==> config.mk <==
export PLATFORM = sky130hd
export DESIGN_NAME = mc_datapath_p
export DESIGN_NICKNAME = d
export VERILOG_FILES = /design/src/rtl/mc_pkg.sv /design/src/rtl/mc_datapath_p_regfile.sv /design/src/rtl/mc_datapath_p.sv
export SDC_FILE = /design/constraint.sdc
export NUM_CORES = 2
export LEC_CHECK = 0
export BUFFER_PORTS_ARGS = -buffer_cell sky130_fd_sc_hd__buf_2
export CAP_MARGIN = 20
export CORE_MARGIN = 5
export CORE_UTILIZATION = 59
export CTS_BUF_LIST = sky130_fd_sc_hd__clkbuf_2
export DETAILED_ROUTE_END_ITERATION = 8
export GPL_TIMING_DRIVEN = 0
export PLACE_DENSITY = 0.76
export SLEW_MARGIN = 20
export SYNTH_ARGS = -nofsm -noshare
export SYNTH_HDL_FRONTEND = slang
export SYNTH_SLANG_ARGS = --single-unit
==> constraint.sdc <==
create_clock -name clk -period 6.9 [get_ports clk]
set_input_delay 0.69 -clock clk [delete_from_list [all_inputs] [get_ports clk]]
set_output_delay 0.69 -clock clk [all_outputs]
set_load 0.01 [all_outputs]
==> src/rtl/mc_pkg.sv <==
// Shared constants and control encodings
// for the multicycle datapath.
package mc_pkg;

  localparam int DW = 32;
  localparam int LINK_REG_DEF = 31;

  typedef enum logic [2:0] {
    ALU_AND = 3'b000,
    ALU_OR  = 3'b001,
    ALU_ADD = 3'b010,
    ALU_SUB = 3'b110,
    ALU_SLT = 3'b111
  } alu_op_e;

  typedef enum logic [1:0] {
    DST_RT   = 2'b00,
    DST_RD   = 2'b01,
    DST_LINK = 2'b10
  } reg_dst_e;

  typedef enum logic [1:0] {
    WB_ALU = 2'b00,
    WB_MDR = 2'b01,
    WB_PC  = 2'b10
  } wb_src_e;

  typedef enum logic [1:0] {
    SB_B    = 2'b00,
    SB_FOUR = 2'b01,
    SB_IMM  = 2'b10,
    SB_IMM4 = 2'b11
  } src_b_e;

  typedef enum logic [1:0] {
    PC_ALU    = 2'b00,
    PC_JUMP   = 2'b01,
    PC_ALUOUT = 2'b10,
    PC_A      = 2'b11
  } pc_src_e;

endpackage

==> src/rtl/mc_datapath_p_regfile.sv <==
// Register file: NREGS x DW, one sync write port,
// two async read ports, index 0 hardwired to zero.
module mc_regfile
  import mc_pkg::*;
#(
  parameter int NREGS = 32,
  parameter int AW    = $clog2(NREGS)
) (
  input  logic          clk,
  input  logic          rst,
  input  logic          we,
  input  logic [AW-1:0] waddr,
  input  logic [DW-1:0] wdata,
  input  logic [AW-1:0] raddr1,
  input  logic [AW-1:0] raddr2,
  output logic [DW-1:0] rdata1,
  output logic [DW-1:0] rdata2
);

  logic [DW-1:0] regs [NREGS];

  always_ff @(posedge clk) begin
    if (rst) begin
      for (int i = 0; i < NREGS; i++)
        regs[i] <= '0;
    end else if (we && waddr != '0) begin
      regs[waddr] <= wdata;
    end
  end

  // No bypass: same-cycle read sees the old value.
  assign rdata1 = (raddr1 == '0) ? '0 : regs[raddr1];
  assign rdata2 = (raddr2 == '0) ? '0 : regs[raddr2];

endmodule

==> src/rtl/mc_datapath_p.sv <==
// Multicycle MIPS-subset datapath: PC/IR/MDR/A/B/ALUOut,
// regfile, ALU and muxes; memory via req/ready with stall.
module mc_datapath_p
  import mc_pkg::*;
#(
  parameter int           NREGS    = 32,
  parameter logic [31:0]  RESET_PC = 32'h0000_0000,
  parameter int           LINK_REG = LINK_REG_DEF
) (
  input  logic          clk,
  input  logic          rst,
  input  logic          pc_write,
  input  logic          pc_write_cond,
  input  logic          branch_ne,
  input  logic          iord,
  input  logic          mem_read,
  input  logic          mem_write,
  input  logic          ir_write,
  input  logic [1:0]    reg_dst,
  input  logic [1:0]    wb_src,
  input  logic          reg_write,
  input  logic          alu_src_a,
  input  logic [1:0]    alu_src_b,
  input  logic [2:0]    alu_op,
  input  logic [1:0]    pc_src,
  output logic [5:0]    opc,
  output logic [5:0]    func,
  output logic          zero,
  output logic          stall,
  output logic [DW-1:0] mem_addr,
  output logic [DW-1:0] mem_wdata,
  output logic          mem_req,
  output logic          mem_we,
  input  logic [DW-1:0] mem_rdata,
  input  logic          mem_ready
);

  localparam int AW = $clog2(NREGS);
  localparam logic [4:0] LINK_IDX = 5'(LINK_REG);

  logic [DW-1:0] pc, ir, mdr, a, b, alu_out;
  logic [DW-1:0] rd1, rd2, imm, src_a, src_b;
  logic [DW-1:0] alu_res, pc_next, wdata;
  logic [4:0]    wsel;
  logic          pc_en;

  assign mem_req   = mem_read | mem_write;
  assign mem_we    = mem_write;
  assign stall     = mem_req & ~mem_ready;
  assign mem_addr  = iord ? alu_out : pc;
  assign mem_wdata = b;
  assign opc       = ir[31:26];
  assign func      = ir[5:0];

  assign imm   = {{16{ir[15]}}, ir[15:0]};
  assign src_a = alu_src_a ? a : pc;

  always_comb begin
    src_b = '0;
    case (alu_src_b)
      SB_B:    src_b = b;
      SB_FOUR: src_b = 32'd4;
      SB_IMM:  src_b = imm;
      SB_IMM4: src_b = {imm[29:0], 2'b00};
      default: src_b = '0;
    endcase
  end

  always_comb begin
    alu_res = '0;
    case (alu_op)
      ALU_AND: alu_res = src_a & src_b;
      ALU_OR:  alu_res = src_a | src_b;
      ALU_ADD: alu_res = src_a + src_b;
      ALU_SUB: alu_res = src_a - src_b;
      ALU_SLT: alu_res = {31'd0,
                 $signed(src_a) < $signed(src_b)};
      default: alu_res = '0;
    endcase
  end

  assign zero = (alu_res == '0);

  always_comb begin
    pc_next = alu_res;
    case (pc_src)
      PC_ALU:    pc_next = alu_res;
      PC_JUMP:   pc_next = {pc[31:28], ir[25:0], 2'b00};
      PC_ALUOUT: pc_next = alu_out;
      PC_A:      pc_next = a;
      default:   pc_next = alu_res;
    endcase
  end

  // Undefined selects fall to index 0, i.e. a discarded write.
  always_comb begin
    wsel = '0;
    case (reg_dst)
      DST_RT:   wsel = ir[20:16];
      DST_RD:   wsel = ir[15:11];
      DST_LINK: wsel = LINK_IDX;
      default:  wsel = '0;
    endcase
  end

  always_comb begin
    wdata = '0;
    case (wb_src)
      WB_ALU:  wdata = alu_out;
      WB_MDR:  wdata = mdr;
      WB_PC:   wdata = pc;
      default: wdata = '0;
    endcase
  end

  assign pc_en = ~stall &
    (pc_write | (pc_write_cond & (zero ^ branch_ne)));

  always_ff @(posedge clk) begin
    if (rst) begin
      pc      <= RESET_PC;
      ir      <= '0;
      mdr     <= '0;
      a       <= '0;
      b       <= '0;
      alu_out <= '0;
    end else begin
      if (!stall) begin
        a       <= rd1;
        b       <= rd2;
        alu_out <= alu_res;
        mdr     <= mem_rdata;
        if (ir_write) ir <= mem_rdata;
      end
      if (pc_en) pc <= pc_next;
    end
  end

  mc_regfile #(.NREGS(NREGS)) u_rf (
    .clk    (clk),
    .rst    (rst),
    .we     (reg_write & ~stall),
    .waddr  (wsel[AW-1:0]),
    .wdata  (wdata),
    .raddr1 (ir[21 +: AW]),
    .raddr2 (ir[16 +: AW]),
    .rdata1 (rd1),
    .rdata2 (rd2)
  );

endmodule

# Word-level counts from Yosys, hierarchy flattened

Memory sizes are Yosys's and may differ from the RTL's. A register that Yosys moved wholly into a read port is not among the register bits.
Cells that the tools add are included.
Widths: inputs -> output; s select.

Input bits: 55
Output and inout port bits: 80
Logic and storage cells: 71
Bits in writable memories: 1024
Register bits after elaboration: 192
Memories: 1

Mux-type cells: 21
Order comparisons: 1
Reductions and logical operators: 13
Add/subtract/negate cells: 2
Bitwise gates (word level): 12
Equal/unequal tests: 14

Memories:

| name      | words | bits a word | read ports | clocked after memory_dff | write ports | RTL line                    | RTL |
|---|---|---|---|---|---|---|---|
| u_rf.regs | 32    | 32          | 2          | 2                        | 32          | mc_datapath_p_regfile.sv:20 | `logic [DW-1:0] regs [NREGS];` |

Operators by type and width:

| cell               | number |
|---|---|
| $pmux 32 s4        | 2 |
| $mux 32            | 5 |
| $pmux 32 s5        | 1 |
| $pmux 32 s3        | 1 |
| $add 32x32->32     | 1 |
| $and 32x32->32     | 1 |
| $logic_not 32->1   | 1 |
| $lt 32x32->1       | 1 |
| $or 32x32->32      | 1 |
| $reduce_or 32->1   | 1 |
| $sub 32x32->32     | 1 |
| $mux 5             | 5 |
| $pmux 5 s3         | 1 |
| $eq 2x2->1 const B | 6 |
| $logic_not 5->1    | 2 |
| $eq 2x1->1 const B | 4 |
| $logic_not 2->1    | 4 |
| $eq 3x3->1 const B | 2 |
| $mux 1             | 6 |
| $reduce_bool 5->1  | 1 |
| $and 1x1->1        | 4 |
| $reduce_and 2->1   | 2 |
| $eq 3x1->1 const B | 1 |
| $eq 3x2->1 const B | 1 |
| 5 further kinds    | 8 |

# Depth between registers and ports, before layout

Depth after elaboration: 10
Gate-level depth with buffers: 22
Mapped depth without buffers: 19

# Cells and area by module

Synthesis repeated with hierarchy kept, for this count alone.

Cells, all modules: 5527
Area total of the unflattened synthesis: 69341.5 µm²

By module, submodules not included:

| module        | cells each | seq. area each (µm²) | instances | area an instance (µm²) |
|---|---|---|---|---|
| mc_regfile    | 3502       | 30749.5              | 1         | 54253.3 |
| mc_datapath_p | 2025       | 3843.7               | 1         | 15088.2 |

# Worst setup path before layout

Ideal clock, no wire load.

Path type: input to register
Start: input port alu_src_b[1]
End: register pc[10]
Cell stages on the path: 20
Setup slack: 1.192 ns
Buffers on the path: 3
Data arrival time: 5.576 ns
Setup time: 0.132 ns
Data required time: 6.768 ns
Path through: clkbuf_1 clkbuf_1 mux2i_1 nor2_1 ha_1 fa_1 a211oi_1 o21ai_1 a211oi_1 nor2_1 or3_1 a32o_1 nor4_1 nand4_1 nor4_2 nand4_2 o41a_2 buf_6 a21oi_1 nor3_1

Word-level cells in the longest chain between the ends: 9
Elaborated cells between the ends (all ways): 17
Those cells by class: add/sub (2); order compare (1); eq/ne (3); mux (3); bitwise (6); reduce/logical (2)

Ends and longest elaborated chain:

| element                                | RTL line             | RTL |
|---|---|---|
| from (decl)                            | mc_datapath_p.sv:23  | `input logic [1:0] alu_src_b,` |
| $eq 2x2->1 (tied with other cells)     | mc_datapath_p.sv:60  | `case (alu_src_b)` |
| $pmux 32 s4 (*)                        | mc_datapath_p.sv:60  |  |
| $sub 32x32->32 (tied with other cells) | mc_datapath_p.sv:75  | `ALU_SUB: alu_res = src_a - src_b;` |
| $pmux 32 s5 (*)                        | mc_datapath_p.sv:71  | `case (alu_op)` |
| $logic_not 32->1                       | mc_datapath_p.sv:82  | `assign zero = (alu_res == '0);` |
| $xor 1x1->1                            | mc_datapath_p.sv:117 | `(pc_write \| (pc_write_cond & (zero ^ branch_ne)));` |
| $and 1x1->1                            | mc_datapath_p.sv:117 |  |
| $or 1x1->1                             | mc_datapath_p.sv:117 |  |
| $and 1x1->1                            | mc_datapath_p.sv:116 | `assign pc_en = ~stall &` |
| to (signal assigned)                   | mc_datapath_p.sv:135 | `if (pc_en) pc <= pc_next;` |
| to (decl)                              | mc_datapath_p.sv:41  | `logic [DW-1:0] pc, ir, mdr, a, b, alu_out;` |

Mark *: on every way between the ends. The rest lies on a longest branch, timed or not.
A chain may end at the register's enable or synchronous reset.

# Worst setup path in the final report

Start: register b[14] (netlist: mem_wdata[14])
End: output port zero

Word-level cells in the longest chain between the ends: 4
Elaborated cells between the ends (all ways): 8
Those cells by class: add/sub (2); order compare (1); mux (2); bitwise (2); reduce/logical (1)

Ends and longest elaborated chain:

| element                                | RTL line             | RTL |
|---|---|---|
| from (decl)                            | mc_datapath_p.sv:41  |  |
| from (signal assigned)                 | mc_datapath_p.sv:130 | `b <= rd2;` |
| $pmux 32 s4 (*)                        | mc_datapath_p.sv:60  |  |
| $sub 32x32->32 (tied with other cells) | mc_datapath_p.sv:75  |  |
| $pmux 32 s5 (*)                        | mc_datapath_p.sv:71  |  |
| $logic_not 32->1 (*)                   | mc_datapath_p.sv:82  |  |
| to (decl)                              | mc_datapath_p.sv:28  | `output logic zero,` |

Marked as above.

==> out/summary.txt <==
CTS H-tree depth = 5
Mean Syn Cell Area = 12.8 um^2
Clock Tree Root = clkbuf_2
Max Cap Viol = 0
Startpoint Class = flip-flop
Pint = 0.0115 W
CP Max Fanout = 10
CP max stage delay = 1.05 ns
Clock Latency Late Sink = 1.58 ns
fin crit period = 6.93 ns
ys flop type = edfxtp_1
peak supply drop = 168 uV
sequential area share after synthesis = 0.524
IO Count = 135
Hold Path Class = in -> reg
vias per cell = 6.87
Post-Place Cells = 6,887
status = complete, but fails checks
full die area = 0.119 mm^2
CTS clk-pin slew, worst paths = 0.11 ns
die width = 346 um
critical path data required time = 6.21 ns
gr usage total = 0.397
Synth top area share = 0.463
share of cells above drive strength 1 = 0.257
first-pass GRT wire length = 344,000 um
total grt overflow = 0
Vias = 51,500
Post-synth EDFFs = 1,024
CP cell instances = mux2i_1, o21ai_0, ha_1, clkbuf_2, o31ai_1, nor4_1, a311oi_1, o211a_1, o2111ai_1, nor4_4, nand4_4, nor2_4, buf_6
CTS sink cnt = 1,226
Routed WL = 241,000 um
sw frac = 0.315
GPL Wtd Cong = 1.00
vias in the first global route = 51,500
kind of critical path = reg -> out
final instance area = 0.0738 mm^2
CP arrival = 6.24 ns
Max clock buf depth = 4
Place WS = -1.63 ns
synthesis-to-finish area growth = 11.1%
placed inst area = 0.0698 mm^2
Residual DRC = 0
Fin. Hold Viols = 0
fraction of registers with async set or reset after synthesis = 0
first-pass iteration count of the detailed router = 9
worst slew pin tran = 1.32 ns
CTS Buf Count = 310
Final Slew Violations = 0
Core Box Area = 0.112 mm^2
antenna violations before repair = 12
ANT nets after route = 0
Detailed Route Iter0 Violations = 8,011
pwr dens = 227 mW/mm^2
Setup-failing EPs final = 1
violations in the final reports = negative setup slack
synth top area cells = edfxtp_1 (46%), mux4_2 (23%), nor2_1 (7.3%), dfxtp_1 (6.1%), a21oi_1 (2.3%)
area leader, netlist = edfxtp_1
count of input and output buffers = 127
Finished Layout Cells = 7,498
crit-path leading delay family = compound AO/OA/AOI/OAI gates
CP Buf/Inv Count = 2
WL per Instance = 32.1 um
DRT met1 WL = 73,900 um
height of the die = 346 um
CP Capture Type = output pin
# rows = 123
sequential share of power = 0.508
Post-Syn Area = 0.0664 mm^2
largest net degree at the start of global routing = 33
Initial Util = 0.592
met2 routed WL = 112,000 um
Gate power share = 0.193
fmax = 144 MHz
worst clock skew = 0.158 ns
clock network power share = 0.300
dpl hpwl = 183,000 um
max_slew headroom = 0.122
Top Layer Used = met5
metal3 WL = 36,500 um
Period Utilization, post-route = 1.00
#FFs+latches synth = 1,226
slowest CP cell = o31ai_1
Leakage = 25.4 nW
YS warnings = 0
Netlist cell types = 90
fin worst setup slack = -0.0316 ns
Nets = 5,948
CTS tree = built
sw power = 0.00528 W
Post-Synthesis Cells = 5,197
## timing repair
action,4_1_cts,5_1_grt
endpoints found under the hold margin,160,0
pin swaps,11,11
setup buffers,8,3
hold buffers,79,0
gates resized for setup,53,55
endpoints found under the setup margin,2,3
## worst reg2reg max path, delay by kind of cell (launching register included)
family / cells / cell delay, ns
adders and majority gates: 1 / 0.40
DFF: 1 / 0.53
AOI/OAI and AO/OA: 8 / 2.93
muxes: 1 / 0.11
and+or+nand+nor: 4 / 0.91
buffers and inverters: 4 / 1.74
## flip-flops by register name, summed over array words and instances, names as in the netlist, named ones only
name       flops
alu_out       32
mdr           32
u_rf.regs   1024
pc            32
ir            32
a             32
mem_wdata     32
## worst paths after layout
| path | startpoint | to | slack [ns] | cells after the start |
|---|---|---|---|---|
| setup / recovery | mem_wdata[14] | zero | -0.03 | 13 |
| hold / removal | mem_rdata[23] | mdr[23] | 0.08 | 4 |
| setup reg to reg | mem_wdata[14] | pc[3] | 0.16 | 18 |
| hold reg to reg | mdr[25] | mdr[25] | 0.46 | 2 |
## final cells by class
class | instances | area [um^2]
fillers | 8118 | 38400
flip-flops and latches | 1226 | 34800
multi-input cells | 3370 | 29600
repair buffers | 253 | 2210
clock buffers | 426 | 2130
plain buffers | 509 | 2100
well taps | 1500 | 1880
clock inverters | 85 | 578
inverters | 121 | 454
diodes | 8 | 20.0
## cells by family after synthesis
group / after synthesis / synth area share
other: 1 / 0.0000565
buffers and inverters: 632 / 0.0378
AND/OR/NAND/NOR: 1765 / 0.106
adder cells (fa/ha/maj): 102 / 0.0194
XOR/XNOR: 18 / 0.00237
multiplexers: 847 / 0.254
flip-flops: 1226 / 0.524
AO/OA/AOI/OAI: 606 / 0.0565
## layout by cell type, fill, tap and decap left out, types with 16 or more instances in the layout
master         synthesis  layout
nand2_1              286     254
clkbuf_2               0     445
conb_1                 1      32
dlygate4sd3_1          0      79
mux2i_1              123     120
buf_2                 12     150
nor3_1                57      56
mux4_2               665     665
a211oi_1              36      33
ha_1                 100      96
buf_1                 78      60
inv_1                118     117
nor2_1              1297    1289
o211ai_1              21      21
clkinv_1               1      60
a21o_1                26      26
buf_4                 25      34
nand4_1               16      16
o21ai_0               77      63
a21oi_1              303     298
clkbuf_1             391     374
edfxtp_1            1024    1024
nand3_1               19      19
buf_12                 0      31
nand2_2                0      32
dfxtp_1              202     196
mux2_2                59      59
## layer usage
layer,vias to the layer above,global-route usage
met1,25100,0.473
met2,4714,0.629
met5,-,0
met4,12,0.238
met3,892,0.138
li1,20800,-
## synth_stat cells, types with 7 or more instances
master     instances
nor2b_1           14
o21a_1            10
ha_1             100
mux4_2           665
buf_2             12
dfxtp_1          202
o2111ai_1          7
edfxtp_1        1024
clkbuf_1         391
mux2_2            59
o21ai_0           77
o22ai_1           11
mux2i_1          123
nor3_1            57
a21o_1            26
buf_1             78
nand2_1          286
a211oi_1          36
buf_4             25
o31ai_1           14
nand3_1           19
inv_1            118
nor2_1          1297
a31oi_1            9
xnor2_1           15
nand4_1           16
o211ai_1          21
or3_1              8
nor4_1            14
nand2b_1          13
a21oi_1          303
## per-stage QoR
stage	utilization	hold WS, ns	power [W]	TNS [ns]
after global placement	0.616	0.438	0.0116	-44.70
after floorplan	-	0.432	0.0105	0
after CTS	0.656	0.00456	0.0165	0
final	0.658	0.0845	0.0168	-0.0316
after global routing	0.658	0.0258	0.0172	-0.0340
after detailed placement	0.622	0.444	0.0117	-43.67
## power groups by stage
stage,logic (W),registers [W],clock network [W]
global route,0.00334,0.00854,0.00537
floorplan,0.00191,0.00858,0
finish,0.00323,0.00851,0.00502
global placement,0.00290,0.00865,0
CTS,0.00307,0.00850,0.00496
detailed placement,0.00298,0.00867,0
Note: power is estimated with default switching activity, not from simulation.
